==> src/rtl/hex_msg_scroller_pkg.sv <==
// Shared types and constants for the hex message scroller display path.
//   CHAR_W        width of one display character code
//   BLANK_DEFAULT code that renders as an empty digit
//   state_e       scroller FSM states
package hex_msg_scroller_pkg;

  localparam int unsigned CHAR_W = 4;
  localparam logic [CHAR_W-1:0] BLANK_DEFAULT = 4'hF;

  typedef enum logic [1:0] {
    ST_IDLE   = 2'd0,
    ST_SCROLL = 2'd1,
    ST_DRAIN  = 2'd2
  } state_e;

endpackage

==> src/rtl/hex_msg_scroller_char_fifo.sv <==
// Show-ahead synchronous FIFO of character codes.
//   clk, resetn  clock, async active-low reset
//   flush        synchronous empty (wins over push/pop)
//   push, din    enqueue din when not full
//   pop          dequeue head when not empty
//   dout         head entry, valid whenever !empty
//   count        number of stored entries
//   full, empty  status decoded from count
module char_fifo
  import hex_msg_scroller_pkg::*;
#(
  parameter int unsigned DEPTH = 8
) (
  input  logic                     clk,
  input  logic                     resetn,
  input  logic                     flush,
  input  logic                     push,
  input  logic                     pop,
  input  logic [CHAR_W-1:0]        din,
  output logic [CHAR_W-1:0]        dout,
  output logic [$clog2(DEPTH):0]   count,
  output logic                     full,
  output logic                     empty
);

  localparam int unsigned PTR_W = $clog2(DEPTH);
  localparam int unsigned CNT_W = PTR_W + 1;

  logic [CHAR_W-1:0] r_mem [DEPTH];
  logic [PTR_W-1:0]  r_wr_ptr;
  logic [PTR_W-1:0]  r_rd_ptr;
  logic [CNT_W-1:0]  r_count;
  logic              w_push;
  logic              w_pop;

  assign full  = (r_count == CNT_W'(DEPTH));
  assign empty = (r_count == '0);
  assign count = r_count;
  assign dout  = r_mem[r_rd_ptr];

  assign w_push = push && !full && !flush;
  assign w_pop  = pop && !empty && !flush;

  // Pointers wrap naturally because DEPTH is a power of two.
  always_ff @(posedge clk or negedge resetn) begin
    if (!resetn) begin
      r_wr_ptr <= '0;
      r_rd_ptr <= '0;
      r_count  <= '0;
    end else if (flush) begin
      r_wr_ptr <= '0;
      r_rd_ptr <= '0;
      r_count  <= '0;
    end else begin
      if (w_push) r_wr_ptr <= r_wr_ptr + PTR_W'(1);
      if (w_pop)  r_rd_ptr <= r_rd_ptr + PTR_W'(1);
      r_count <= r_count + CNT_W'(w_push) - CNT_W'(w_pop);
    end
  end

  // Storage needs no reset; only entries below count are ever read.
  always_ff @(posedge clk) begin
    if (w_push) r_mem[r_wr_ptr] <= din;
  end

endmodule

==> src/rtl/hex_msg_scroller.sv <==
// Buffers 4-bit character codes and scrolls them right-to-left across
// NUM_DIGITS display positions, one step every TICK_DIV clocks.
//   clk, resetn  clock, async active-low reset
//   in_char      character to enqueue, accepted when in_valid && in_ready
//   in_ready     buffer not full (from registered count)
//   start        pulse: begin scrolling the buffered message
//   clear        synchronous flush of buffer and display
//   busy         high while scrolling or draining
//   disp_chars   digit k at [4k+3:4k], k=0 is the rightmost digit
module hex_msg_scroller
  import hex_msg_scroller_pkg::*;
#(
  parameter int unsigned       NUM_DIGITS = 6,
  parameter int unsigned       FIFO_DEPTH = 8,
  parameter int unsigned       TICK_DIV   = 25_000_000,
  parameter logic [CHAR_W-1:0] BLANK_CHAR = BLANK_DEFAULT
) (
  input  logic                         clk,
  input  logic                         resetn,
  input  logic [CHAR_W-1:0]            in_char,
  input  logic                         in_valid,
  output logic                         in_ready,
  input  logic                         start,
  input  logic                         clear,
  output logic                         busy,
  output logic [CHAR_W*NUM_DIGITS-1:0] disp_chars
);

  localparam int unsigned DISP_W = CHAR_W * NUM_DIGITS;
  localparam int unsigned TICK_W = (TICK_DIV > 1) ? $clog2(TICK_DIV) : 1;
  localparam int unsigned CNT_W  = $clog2(FIFO_DEPTH) + 1;
  localparam int unsigned DRN_W  = $clog2(NUM_DIGITS + 1);

  state_e             r_state;
  state_e             w_state_nxt;
  logic [TICK_W-1:0]  r_tick;
  logic [TICK_W-1:0]  w_tick_nxt;
  logic [DRN_W-1:0]   r_drain;
  logic [DRN_W-1:0]   w_drain_nxt;
  logic [DISP_W-1:0]  r_disp;
  logic               r_busy;
  logic               w_step;
  logic               w_pop;
  logic               w_push;
  logic               w_have_char;
  logic [CHAR_W-1:0]  w_shift_char;
  logic [CHAR_W-1:0]  w_head;
  logic [CNT_W-1:0]   w_count;
  logic               w_full;
  logic               w_empty;

  assign in_ready    = !w_full;
  assign busy        = r_busy;
  assign disp_chars  = r_disp;
  assign w_push      = in_valid && !w_full && !clear;
  assign w_have_char = (w_count != '0);
  // Character entering digit 0 on a step: head if buffered, else blank.
  assign w_shift_char = w_empty ? BLANK_CHAR : w_head;

  char_fifo #(
    .DEPTH (FIFO_DEPTH)
  ) u_fifo (
    .clk    (clk),
    .resetn (resetn),
    .flush  (clear),
    .push   (w_push),
    .pop    (w_pop),
    .din    (in_char),
    .dout   (w_head),
    .count  (w_count),
    .full   (w_full),
    .empty  (w_empty)
  );

  // Next-state, tick divider and drain counter.
  always_comb begin
    w_state_nxt = r_state;
    w_tick_nxt  = r_tick;
    w_drain_nxt = r_drain;
    w_step      = 1'b0;
    w_pop       = 1'b0;
    unique case (r_state)
      ST_IDLE: begin
        if (start && w_have_char) begin
          w_state_nxt = ST_SCROLL;
          w_tick_nxt  = '0;
        end
      end
      ST_SCROLL, ST_DRAIN: begin
        if (r_tick == TICK_W'(TICK_DIV - 1)) begin
          w_step     = 1'b1;
          w_tick_nxt = '0;
          if (w_have_char) begin
            w_pop       = 1'b1;
            w_state_nxt = ST_SCROLL;
            w_drain_nxt = '0;
          end else if (r_state == ST_SCROLL) begin
            w_drain_nxt = DRN_W'(1);
            w_state_nxt = (NUM_DIGITS == 1) ? ST_IDLE : ST_DRAIN;
          end else begin
            w_drain_nxt = r_drain + DRN_W'(1);
            if (r_drain == DRN_W'(NUM_DIGITS - 1)) w_state_nxt = ST_IDLE;
          end
        end else begin
          w_tick_nxt = r_tick + TICK_W'(1);
        end
      end
      default: w_state_nxt = ST_IDLE;
    endcase
    // clear overrides everything else in its cycle.
    if (clear) begin
      w_state_nxt = ST_IDLE;
      w_tick_nxt  = '0;
      w_drain_nxt = '0;
      w_step      = 1'b0;
      w_pop       = 1'b0;
    end
  end

  // State, counters, busy flag and display shift register.
  always_ff @(posedge clk or negedge resetn) begin
    if (!resetn) begin
      r_state <= ST_IDLE;
      r_tick  <= '0;
      r_drain <= '0;
      r_busy  <= 1'b0;
      r_disp  <= {NUM_DIGITS{BLANK_CHAR}};
    end else begin
      r_state <= w_state_nxt;
      r_tick  <= w_tick_nxt;
      r_drain <= w_drain_nxt;
      r_busy  <= (w_state_nxt != ST_IDLE);
      if (clear) begin
        r_disp <= {NUM_DIGITS{BLANK_CHAR}};
      end else if (w_step) begin
        r_disp <= {r_disp[DISP_W-CHAR_W-1:0], w_shift_char};
      end
    end
  end

endmodule

==> config.mk <==
export PLATFORM = sky130hd
export DESIGN_NAME = hex_msg_scroller
export DESIGN_NICKNAME = d
export VERILOG_FILES = /design/src/rtl/hex_msg_scroller_pkg.sv /design/src/rtl/hex_msg_scroller_char_fifo.sv /design/src/rtl/hex_msg_scroller.sv
export SDC_FILE = /design/constraint.sdc
export NUM_CORES = 1
export LEC_CHECK = 0
export ABC_AREA = 1
export BUFFER_PORTS_ARGS = -buffer_cell sky130_fd_sc_hd__buf_4
export CAP_MARGIN = 20
export CORE_ASPECT_RATIO = 0.5
export CORE_MARGIN = 10
export CORE_UTILIZATION = 30
export DETAILED_ROUTE_END_ITERATION = 10
export PLACE_DENSITY_LB_ADDON = 0.2
export SLEW_MARGIN = 10
export SYNTH_ARGS = -nofsm -noshare
export SYNTH_HDL_FRONTEND = slang
export SYNTH_HIERARCHICAL = 1
export SYNTH_SLANG_ARGS = --single-unit
==> constraint.sdc <==
create_clock -name clk -period 3.7 [get_ports clk]
set_input_delay 0.37 -clock clk [delete_from_list [all_inputs] [get_ports clk]]
set_output_delay 0.37 -clock clk [all_outputs]
set_load 0.02 [all_outputs]
==> flow_summary.yaml, run 1 <==
status:
  run_status: "finished clean"
yosys:
  ys_seq_area_frac: 0.498
  synth.area.top_cells: "dfrtp_1, edfxtp_1, nand2_1"
  syn_area_um2: 5250
  asyncSetResetFlopFracSynth: 0.670
  yosysMostFrequentCell: "nand2_1"
  synth_top_area_frac: 0.195
  synth_area_leader_cell: "dfrtp_1"
  syn-instance-count: 669
  synth.top_cells.by_count: "nand2_1, inv_1, nor2_1, nand3_1, dfrtp_1"
  synthesis.area_per_instance_um2: 7.85
  synth.yosys.warnings: 6
  synth_net_count: 693
  synth_flop_cell: "dfrtp_1"
  synth-edff-count: 32
  netlist-cell-type-count: 30
  ys_seq_elements: 97
power:
  power_switching_mw: 0.708
  cellLeakagePower_nw: 2.78
  combPwrFrac: 0.123
  power.share.switching: 0.288
  cell_internal_pwr_mw: 1.75
  power_frac_clock: 0.385
  power.total_mw: 2.46
  relative_contribution_of_sequential_cells_to_total_power: 0.492
  vdd_drop_max_mv: 0.213
  p_per_area_nw_per_um2: 410
job:
  cap_viol_max_count: 0
finish:
  num-fill-cells: 1856
  fin_nets: 723
  final_non_filler_cells: 938
  antennaDiodeCount: 0
  drive_above_1_share: 0.143
  layout-area-overhead-vs-synth_pct: 14.1
  finish.utilization: 0.347
clock_tree:
  cts_htree_levels: 3
  total_clock_sinks: 97
  clockRootBuffer: "clkbuf_16"
  worst_setup_hold_path_clk_slew_ns: 0.08
  hold_buffers: 0
  tritoncts.num_buffers: 9
  clk_latency_ns: 0.35
  cts_setup_buffers: 0
  ctsLongestPathBuffers: 2
  tritoncts: "done"
  postCtsResizedCells: 0
setup_path:
  startpoint: "r_tick[7]"
  worstSetupEndpointType: "flip-flop"
  r2r.worst_path.cells: 16
  cp_data_required_time_ns: 3.92
  setup.worst_path.start_class: "flip-flop"
  reg2reg_setup_slack_ns: 0.96
  timing.critical_path.fanout_max: 7
  timing.rr.start: "r_tick[7]"
  timing_worst_setup_path_type: "reg -> reg"
  critical_path.reg2reg.endpoint: "u_fifo/count[1]"
  arrival_ns: 2.97
floorplan:
  boundaryPins: 35
  placement_rows: 34
  fp.dieW_um: 207
  design.die.area_um2: 23500
  initial_core_util: 0.304
  die_h_um: 114
  core_um2: 17300
sta:
  timing_max_transition_violations_final: 0
  timing_hold_violations_final: 0
  max_freq_mhz: 365
  timing.max_slew.rel_slack: 0.420
  tns_ns: 0
  grt_setup_unrepaired: "no"
  final.hold.worst_slack_ns: 0.151
  timing_worst_slew_pin_value_ns: 0.870
  layout_worst_path_cycle_share: 0.741
  minimum_clock_period_ns: 2.74
  timing.clock.skew_ns: 0.00999
  timing.final.setup_violations: 0
route:
  drt_first_pass_iters: 4
  routed_wl_mm: 12.0
  route.detailed.vias_per_inst: 4.40
  drc: 0
  final_antenna_net_count: 0
  dr_total_vias: 4126
  routed_length_per_instance_um: 12.8
  first_iter_violations: 308
global_route:
  total_grt_overflow: 0
  grt_start_max_net_pins: 66
  grt_first_pass_wirelength_mm: 20.7
  via_count_of_the_first_global_routing_pass: 4096
  grt_antenna_before_repair: 0
  grt_use_total: 0.105
place:
  dpl_wire_length_mm: 8.36
  port_buffers: 34
  place.detailed.instances: 922
  gp_congestion: 0.832
worst_hold_path:
  holdCritPathClass: "in -> async"
cell families after synthesis:
family	Yosys count	synth area share
AO/OA/AOI/OAI	45	0.0433
XOR/XNOR	5	0.00833
adder cells (fa/ha/maj)	15	0.0372
buffers and inverters	125	0.102
flip-flops	97	0.498
AND/OR/NAND/NOR	382	0.311
per-layer routing:
| metal | part of all wire | wire, um | vias up | global-route usage |
|---|---|---|---|---|
| li1 | - | - | 2160 | - |
| met1 | 0.49 | 5850 | 1916 | 0.132 |
| met2 | 0.48 | 5740 | 39 | 0.178 |
| met3 | 0.022 | 261 | 11 | 0.0229 |
| met4 | 0.010 | 124 | 0 | 0.0304 |
| met5 | 0 | 0 | - | 0 |
sequential cells by signal, summed over array words and instances, names as in the netlist, 2 cells and up:
name	cells
u_fifo/count	4
r_state	2
u_fifo/r_wr_ptr	3
u_fifo/r_rd_ptr	3
disp_chars	24
r_drain	3
r_tick	25
u_fifo/r_mem	32
critical path: stages (launching register included):
cell and delay (ns):
dfrtp_1 0.46, inv_1 0.11, nand2_1 0.05, nor2_1 0.12, nand2_1 0.06, nor2_1 0.19
nand2_1 0.09, nor4_1 0.19, buf_4 0.18, nand2_1 0.09, nor2_1 0.11, ha_1 0.23
inv_1 0.05, ha_1 0.17, fa_1 0.41, inv_1 0.06, nor2_1 0.03
area by class of cell:
type / count / area [um2] / share of cell area
clock buffers: 9 / 225 / 0.0376
inverters: 108 / 410 / 0.0685
multi-input cells: 447 / 2100 / 0.350
well taps: 234 / 293 / 0.0489
repair buffers: 36 / 270 / 0.0451
flip-flops and latches: 97 / 2620 / 0.437
clock inverters: 7 / 76.3 / 0.0127
how the worst max path moves through the flow:
stage                                 end  slack (ns)  cells past startpoint
after floorplan           u_fifo/count[1]        1.07                     12
final                     u_fifo/count[1]        0.96                     16
after CTS                 u_fifo/count[1]        0.94                     14
after detailed placement  u_fifo/count[1]        0.96                     14
after global routing      u_fifo/count[1]        0.63                     14
after global placement    u_fifo/count[1]        1.01                     14
cells in the final DEF (no fill, tap or decap), types with 4 or more instances in the layout:
| master | count |
|---|---|
| inv_1 | 99 |
| o21ai_0 | 27 |
| nor3_1 | 15 |
| clkbuf_16 | 9 |
| o21ai_1 | 4 |
| dfrtp_1 | 41 |
| xor2_1 | 4 |
| buf_4 | 36 |
| dfstp_2 | 24 |
| ha_1 | 14 |
| inv_2 | 7 |
| a21oi_1 | 13 |
| nand2_2 | 7 |
| edfxtp_1 | 32 |
| nand3_1 | 55 |
| nor2_1 | 73 |
| nand2_1 | 206 |
| nand4_1 | 14 |
stage by stage:
stage / worst slack, ns / cell area, um2
floorplan: 1.07 / 5250
global placement: 1.01 / 5690
detailed placement: 0.961 / 5690
CTS: 0.944 / 5990
global route: 0.635 / 5990
finish: 0.958 / 5990
power by group through the flow:
stage	logic (mW)	registers (mW)	clock network [mW]
after global routing	0.342	1.22	1.02
after global placement	0.307	1.23	0
after floorplan	0.159	1.26	0
after CTS	0.309	1.21	0.971
final	0.302	1.21	0.945
after detailed placement	0.309	1.23	0
No activity file was read; power rests on OpenSTA's default activity.
==> run 2, diff against run 1 <==
--- a/config.mk
+++ b/config.mk
@@ -5,7 +5,7 @@
 export SDC_FILE = /design/constraint.sdc
 export NUM_CORES = 1
 export LEC_CHECK = 0
-export ABC_AREA = 1
+export ABC_AREA = 0
 export BUFFER_PORTS_ARGS = -buffer_cell sky130_fd_sc_hd__buf_4
 export CAP_MARGIN = 20
 export CORE_ASPECT_RATIO = 0.5
==> constraint.sdc (replaced) <==
create_clock -name clk -period 2.9 [get_ports clk]
set_input_delay 0.29 -clock clk [delete_from_list [all_inputs] [get_ports clk]]
set_output_delay 0.29 -clock clk [all_outputs]
set_load 0.02 [all_outputs]
==> flow_summary.yaml, run 2 <==
setup_path:
  worstSetupEndpointType: "flip-flop"
  startpoint: "u_fifo/count[1]"
  setup.worst_path.start_class: "flip-flop"
  r2r.worst_path.cells: 11
  critical_path.cell_chain: "or4_4 > nand2_1 > nor4_4 > nor2b_1 > nor2b_1 > ha_1 > inv_1 > ha_1 > fa_1 > xnor2_1 > nor2_1"
  timing.critical_path.depth: 11
  critPathBufInv: 1
  timing.critical_path.fanout_max: 5
  critPathMaxStageDelay_ns: 0.55
  cp_data_required_time_ns: 3.13
  timing.rr.start: "u_fifo/count[1]"
  arrival_ns: 2.95
  critical_path.top_delay_family: "simple AND/OR/NAND/NOR gates"
  highest_delay_cell_along_the_critical_path: "or4_4"
  timing_worst_setup_path_type: "reg -> reg"
global_route:
  via_count_of_the_first_global_routing_pass: 3094
  total_grt_overflow: 0
  grt_first_pass_wirelength_mm: 16.7
  grt_antenna_before_repair: 0
  grt_use_total: 0.0969
  grt_start_max_net_pins: 66
clock_tree:
  ctsLongestPathBuffers: 2
  hold_buffers: 0
  total_clock_sinks: 97
  clockRootBuffer: "clkbuf_16"
  cts_htree_levels: 3
  worst_setup_hold_path_clk_slew_ns: 0.07
  tritoncts: "done"
  clk_latency_ns: 0.34
  cts_setup_buffers: 0
  tritoncts.num_buffers: 9
finish:
  drive_above_1_share: 0.245
  largest_register_ff_count: 32
  antennaDiodeCount: 0
  multi_input_comb_area_um2: 2040
  finish.utilization: 0.368
  largest_register_by_flop_count: "u_fifo/r_mem"
  final_cell_area_um2: 5710
  area.sequential_um2: 2620
  fin_nets: 480
  mostFrequentLayoutCells: "buf_4, dfrtp_1, nand2_1, nor2_1, edfxtp_1"
  num-fill-cells: 1523
  commonest_non_fill_non_tap_cell_in_the_layout: "buf_4"
  layout-area-overhead-vs-synth_pct: 19.6
place:
  gp_congestion: 0.783
  port_buffers: 34
  placement.cell_area_um2: 5400
  pre_cts_setup_slack_ns: -0.00661
  dpl_wire_length_mm: 6.97
sta:
  timing.final.setup_violations: 0
  grt_setup_unrepaired: "no"
  setup_ws_ns: 0.181
  max_freq_mhz: 368
  timing_worst_slew_pin_value_ns: 0.866
  timing_hold_violations_final: 0
  timing.max_slew.rel_slack: 0.422
  timing_max_transition_violations_final: 0
  timing.clock.skew_ns: 0.00810
  minimum_clock_period_ns: 2.72
  layout_worst_path_cycle_share: 0.937
route:
  drc: 0
  routed_wl_mm: 10.1
  dr_total_vias: 3210
  final_antenna_net_count: 0
  first_iter_violations: 149
  drt_first_pass_iters: 4
  route.detailed.vias_per_inst: 4.83
  routed_length_per_instance_um: 15.1
yosys:
  synth.area.top_cells: "dfrtp_1, edfxtp_1, dfstp_2"
  netlist-cell-type-count: 47
  synthesis.area_per_instance_um2: 11.9
  synth-edff-count: 32
  ys_seq_area_frac: 0.549
  synth_area_leader_cell: "dfrtp_1"
  ys_seq_elements: 97
  synth_flop_cell: "dfrtp_1"
  yosysMostFrequentCell: "dfrtp_1"
  synth.top_cells.by_count: "dfrtp_1, edfxtp_1, nand2_1, nor2_1"
  syn-instance-count: 402
  synth_net_count: 426
  synth.yosys.warnings: 6
  synth_top_area_frac: 0.215
  asyncSetResetFlopFracSynth: 0.670
  syn_area_um2: 4770
floorplan:
  initial_core_util: 0.308
  die_h_um: 109
  boundaryPins: 35
  placement_rows: 32
  design.die.area_um2: 21700
  core_um2: 15500
  fp.dieW_um: 198
power:
  cellLeakagePower_nw: 2.18
  vdd_drop_max_mv: 0.246
  p_per_area_nw_per_um2: 491
job:
  cap_viol_max_count: 0
worst_hold_path:
  holdCritPathClass: "in -> async"
status:
  run_status: "finished clean"
==> run 2: cell types whose count changed after synthesis, sizes merged, moves of 19 or more <==
cell / delta
inv: -93
mux2i: +24
nand2: -182
nand3: -45
nor2: -47
o21ai: -19
==> run 2: routing by layer <==
| layer | up-vias | wire length, um | part of all wire | GRT usage |
|---|---|---|---|---|
| met2 | 19 | 4860 | 0.48 | 0.157 |
| li1 | 1589 | - | - | - |
| met4 | 0 | 116 | 0.012 | 0.0316 |
| met1 | 1592 | 4870 | 0.48 | 0.124 |
| met5 | - | 0 | 0 | 0 |
| met3 | 10 | 215 | 0.021 | 0.0255 |
==> run 2: path summary, 6_finish.rpt <==
path | to | slack (ns)
max in group asynchronous | r_tick[14] | 2.27
hold / removal | r_tick[9] | 0.07
min in group clk | u_fifo/r_mem[1][3] | 0.18
hold reg to reg | disp_chars[21] | 0.55
setup reg to reg | u_fifo/count[2] | 0.18
setup / recovery | u_fifo/count[2] | 0.18
==> run 2: through the flow <==
stage | total power [mW] | hold WS, ns | std cells | TNS (ns)
floorplan | 1.60 | -0.00559 | 402 | 0
global placement | 1.69 | 0.472 | 649 | 0
detailed placement | 1.69 | 0.470 | 649 | -0.00661
CTS | 2.85 | 0.0983 | 665 | 0
global route | 2.95 | 0.133 | 665 | 0
finish | 2.80 | 0.0746 | 665 | 0
==> run 2: what timing repair did <==
action | CTS | global route
resized for setup | 1 | 3
pin swaps | 0 | 1
setup endpoints to repair | 1 | 3
hold endpoints to repair | 0 | 0
==> run 2: kinds of logic after synthesis <==
| kind of cell | after synthesis | share of synthesized area |
|---|---|---|
| AO/OA/AOI/OAI | 41 | 0.0546 |
| adder cells (fa/ha/maj) | 15 | 0.0409 |
| XOR/XNOR | 17 | 0.0312 |
| AND/OR/NAND/NOR | 162 | 0.187 |
| multiplexers | 37 | 0.106 |
| flip-flops | 97 | 0.549 |
| buffers and inverters | 33 | 0.0312 |
==> run 2: area by class of cell <==
class | count | share of cell area
sequential | 97 | 0.459
multi-input combinational | 272 | 0.357
timing repair buffer | 61 | 0.0802
tap | 204 | 0.0447
clock buffer | 10 | 0.0401
inverter | 15 | 0.00986
clock inverter | 6 | 0.00921
==> run 2: worst reg2reg max path, delay by kind of cell (launching register included) <==
| family | cells | cell delay (ns) |
|---|---|---|
| AND/OR/NAND/NOR | 6 | 1.11 |
| flip-flops | 1 | 0.44 |
| XOR/XNOR | 1 | 0.15 |
| buffers and inverters | 1 | 0.03 |
| adder cells (fa/ha/maj) | 3 | 0.86 |
==> run 2: power breakdown <==
part / internal, mW / switching, mW / leakage (nW)
clock: 0.595 / 0.545 / 0.133
sequential: 1.43 / 0.00916 / 1.11
combinational: 0.0813 / 0.140 / 0.931
total: 2.11 / 0.695 / 2.18
==> run 3, diff against run 2 <==
--- a/config.mk
+++ b/config.mk
@@ -11,8 +11,10 @@
 export CORE_ASPECT_RATIO = 0.5
 export CORE_MARGIN = 10
 export CORE_UTILIZATION = 30
+export CTS_BUF_LIST = sky130_fd_sc_hd__clkbuf_4 sky130_fd_sc_hd__clkbuf_8 sky130_fd_sc_hd__clkbuf_16
 export DETAILED_ROUTE_END_ITERATION = 10
 export PLACE_DENSITY_LB_ADDON = 0.2
+export REMOVE_ABC_BUFFERS = 1
 export SLEW_MARGIN = 10
 export SYNTH_ARGS = -nofsm -noshare
 export SYNTH_HDL_FRONTEND = slang
==> flow_summary.yaml, run 3 (synthesis results as in run 2) <==
floorplan:
  die_h_um: 109
  boundaryPins: 35
  initial_core_util: 0.308
  design.die.area_um2: 21700
  fp.dieW_um: 198
  placement_rows: 32
  core_um2: 15500
finish:
  layout-area-overhead-vs-synth_pct: 20.3
  commonest_non_fill_non_tap_cell_in_the_layout: "buf_4"
  final_cell_area_um2: 5740
  final_non_filler_cells: 665
  fin_nets: 480
  antennaDiodeCount: 0
  finish.utilization: 0.370
  largest_register_by_flop_count: "u_fifo/r_mem"
  mostFrequentLayoutCells: "buf_4, dfrtp_1, nand2_1, nor2_1, edfxtp_1"
  largest_register_ff_count: 32
  drive_above_1_share: 0.249
  num-fill-cells: 1518
sta:
  layout_worst_path_cycle_share: 0.940
  timing_hold_violations_final: 0
  timing.clock.skew_ns: 0.00881
  timing_worst_slew_pin_value_ns: 0.912
  timing.final.setup_violations: 0
  setup_ws_ns: 0.174
  timing.max_slew.rel_slack: 0.392
  max_freq_mhz: 367
  timing_max_transition_violations_final: 0
  minimum_clock_period_ns: 2.73
route:
  drt_first_pass_iters: 4
  routed_length_per_instance_um: 15.6
  final_antenna_net_count: 0
  route.detailed.vias_per_inst: 4.90
  routed_wl_mm: 10.4
  first_iter_violations: 235
  dr_total_vias: 3257
  drc: 0
clock_tree:
  tritoncts: "done"
  total_clock_sinks: 97
  clockRootBuffer: "clkbuf_16"
  hold_buffers: 0
  tritoncts.num_buffers: 9
  cts_htree_levels: 3
  worst_setup_hold_path_clk_slew_ns: 0.07
  ctsLongestPathBuffers: 2
  clk_latency_ns: 0.35
setup_path:
  critPathBufInv: 1
  setup.worst_path.start_class: "flip-flop"
  cp_data_required_time_ns: 3.13
  highest_delay_cell_along_the_critical_path: "or4_4"
  worstSetupEndpointType: "flip-flop"
  r2r.worst_path.cells: 11
  timing.critical_path.depth: 11
  critical_path.cell_chain: "or4_4 > nand2_1 > nor4_4 > nor2b_2 > nor2b_1 > ha_1 > inv_1 > ha_1 > fa_1 > xnor2_1 > nor2_1"
  critical_path.top_delay_family: "simple AND/OR/NAND/NOR gates"
  path_common_cell: "ha_1"
  critPathMaxStageDelay_ns: 0.56
  arrival_ns: 2.95
  timing.critical_path.fanout_max: 5
  timing_worst_setup_path_type: "reg -> reg"
place:
  place.detailed.instances: 647
  pre_cts_setup_slack_ns: -0.0145
  placement.cell_area_um2: 5390
  gp_congestion: 0.758
  dpl_wire_length_mm: 7.17
  port_buffers: 34
power:
  relative_contribution_of_sequential_cells_to_total_power: 0.503
  power.total_mw: 2.86
  vdd_drop_max_mv: 0.285
  p_per_area_nw_per_um2: 499
  cell_internal_pwr_mw: 2.12
  power.share.switching: 0.258
  power_switching_mw: 0.737
  cellLeakagePower_nw: 2.20
  power_frac_clock: 0.420
  combPwrFrac: 0.077
global_route:
  via_count_of_the_first_global_routing_pass: 3292
  grt_use_total: 0.102
  grt_first_pass_wirelength_mm: 17.8
  total_grt_overflow: 0
  grt_antenna_before_repair: 0
  grt_start_max_net_pins: 66
status:
  run_status: "finished clean"
worst_hold_path:
  holdCritPathClass: "in -> async"
job:
  cap_viol_max_count: 0
run 3: changes by cell type in the layout (fill, tap and decap cells not counted), sizes merged:
cell,delta
clkbuf,-1
inv,+3
clkinvlp,-2
run 3: per-stage QoR:
step | hold WS, ns | TNS, ns
floorplan | -0.00559 | -19.01
global placement | 0.465 | 0
detailed placement | 0.460 | -0.0145
CTS | 0.0827 | 0
global route | 0.115 | -0.00243
finish | 0.0244 | 0
run 3: timing repair:
action                     in CTS  in global routing
pin swaps                       0                  1
setup endpoints to repair       1                  7
cloned                          0                  0
buffers inserted                0                  2
resized for setup               1                  5
run 3: area by class of cell:
class                      instances  area, um2  area share
tap                              204        255      0.0445
timing repair buffer              61        458      0.0798
sequential                        97       2620       0.456
inverter                          15       56.3     0.00981
clock buffer                       9        225      0.0392
clock inverter                     7       76.3      0.0133
multi-input combinational        272       2050       0.357
run 3: path summary, 6_finish.rpt:
check | slack (ns) | from | to
worst max-delay path | 0.17 | u_fifo/count[1] | u_fifo/count[2]
min in group clk | 0.17 | in_char[3] | u_fifo/r_mem[6][3]
worst min register to register | 0.55 | disp_chars[21] | disp_chars[21]
max in group asynchronous | 2.29 | resetn | r_tick[0]
worst min-delay path | 0.02 | resetn | u_fifo/r_wr_ptr[2]
worst max register to register | 0.17 | u_fifo/count[1] | u_fifo/count[2]
run 3: power by group through the flow:
stage	combinational [mW]	sequential (mW)	clock, mW
6_report	0.219	1.44	1.20
3_3_place_gp	0.222	1.47	0
3_5_place_dp	0.221	1.47	0
4_1_cts	0.223	1.44	1.25
5_1_grt	0.249	1.44	1.31
2_1_floorplan	0.110	1.47	0
run 3: metal layers:
layer  global-route usage  share of wire
met5                    0              0
met4               0.0387          0.018
met3               0.0234          0.025
met2                0.165           0.48
met1                0.132           0.48
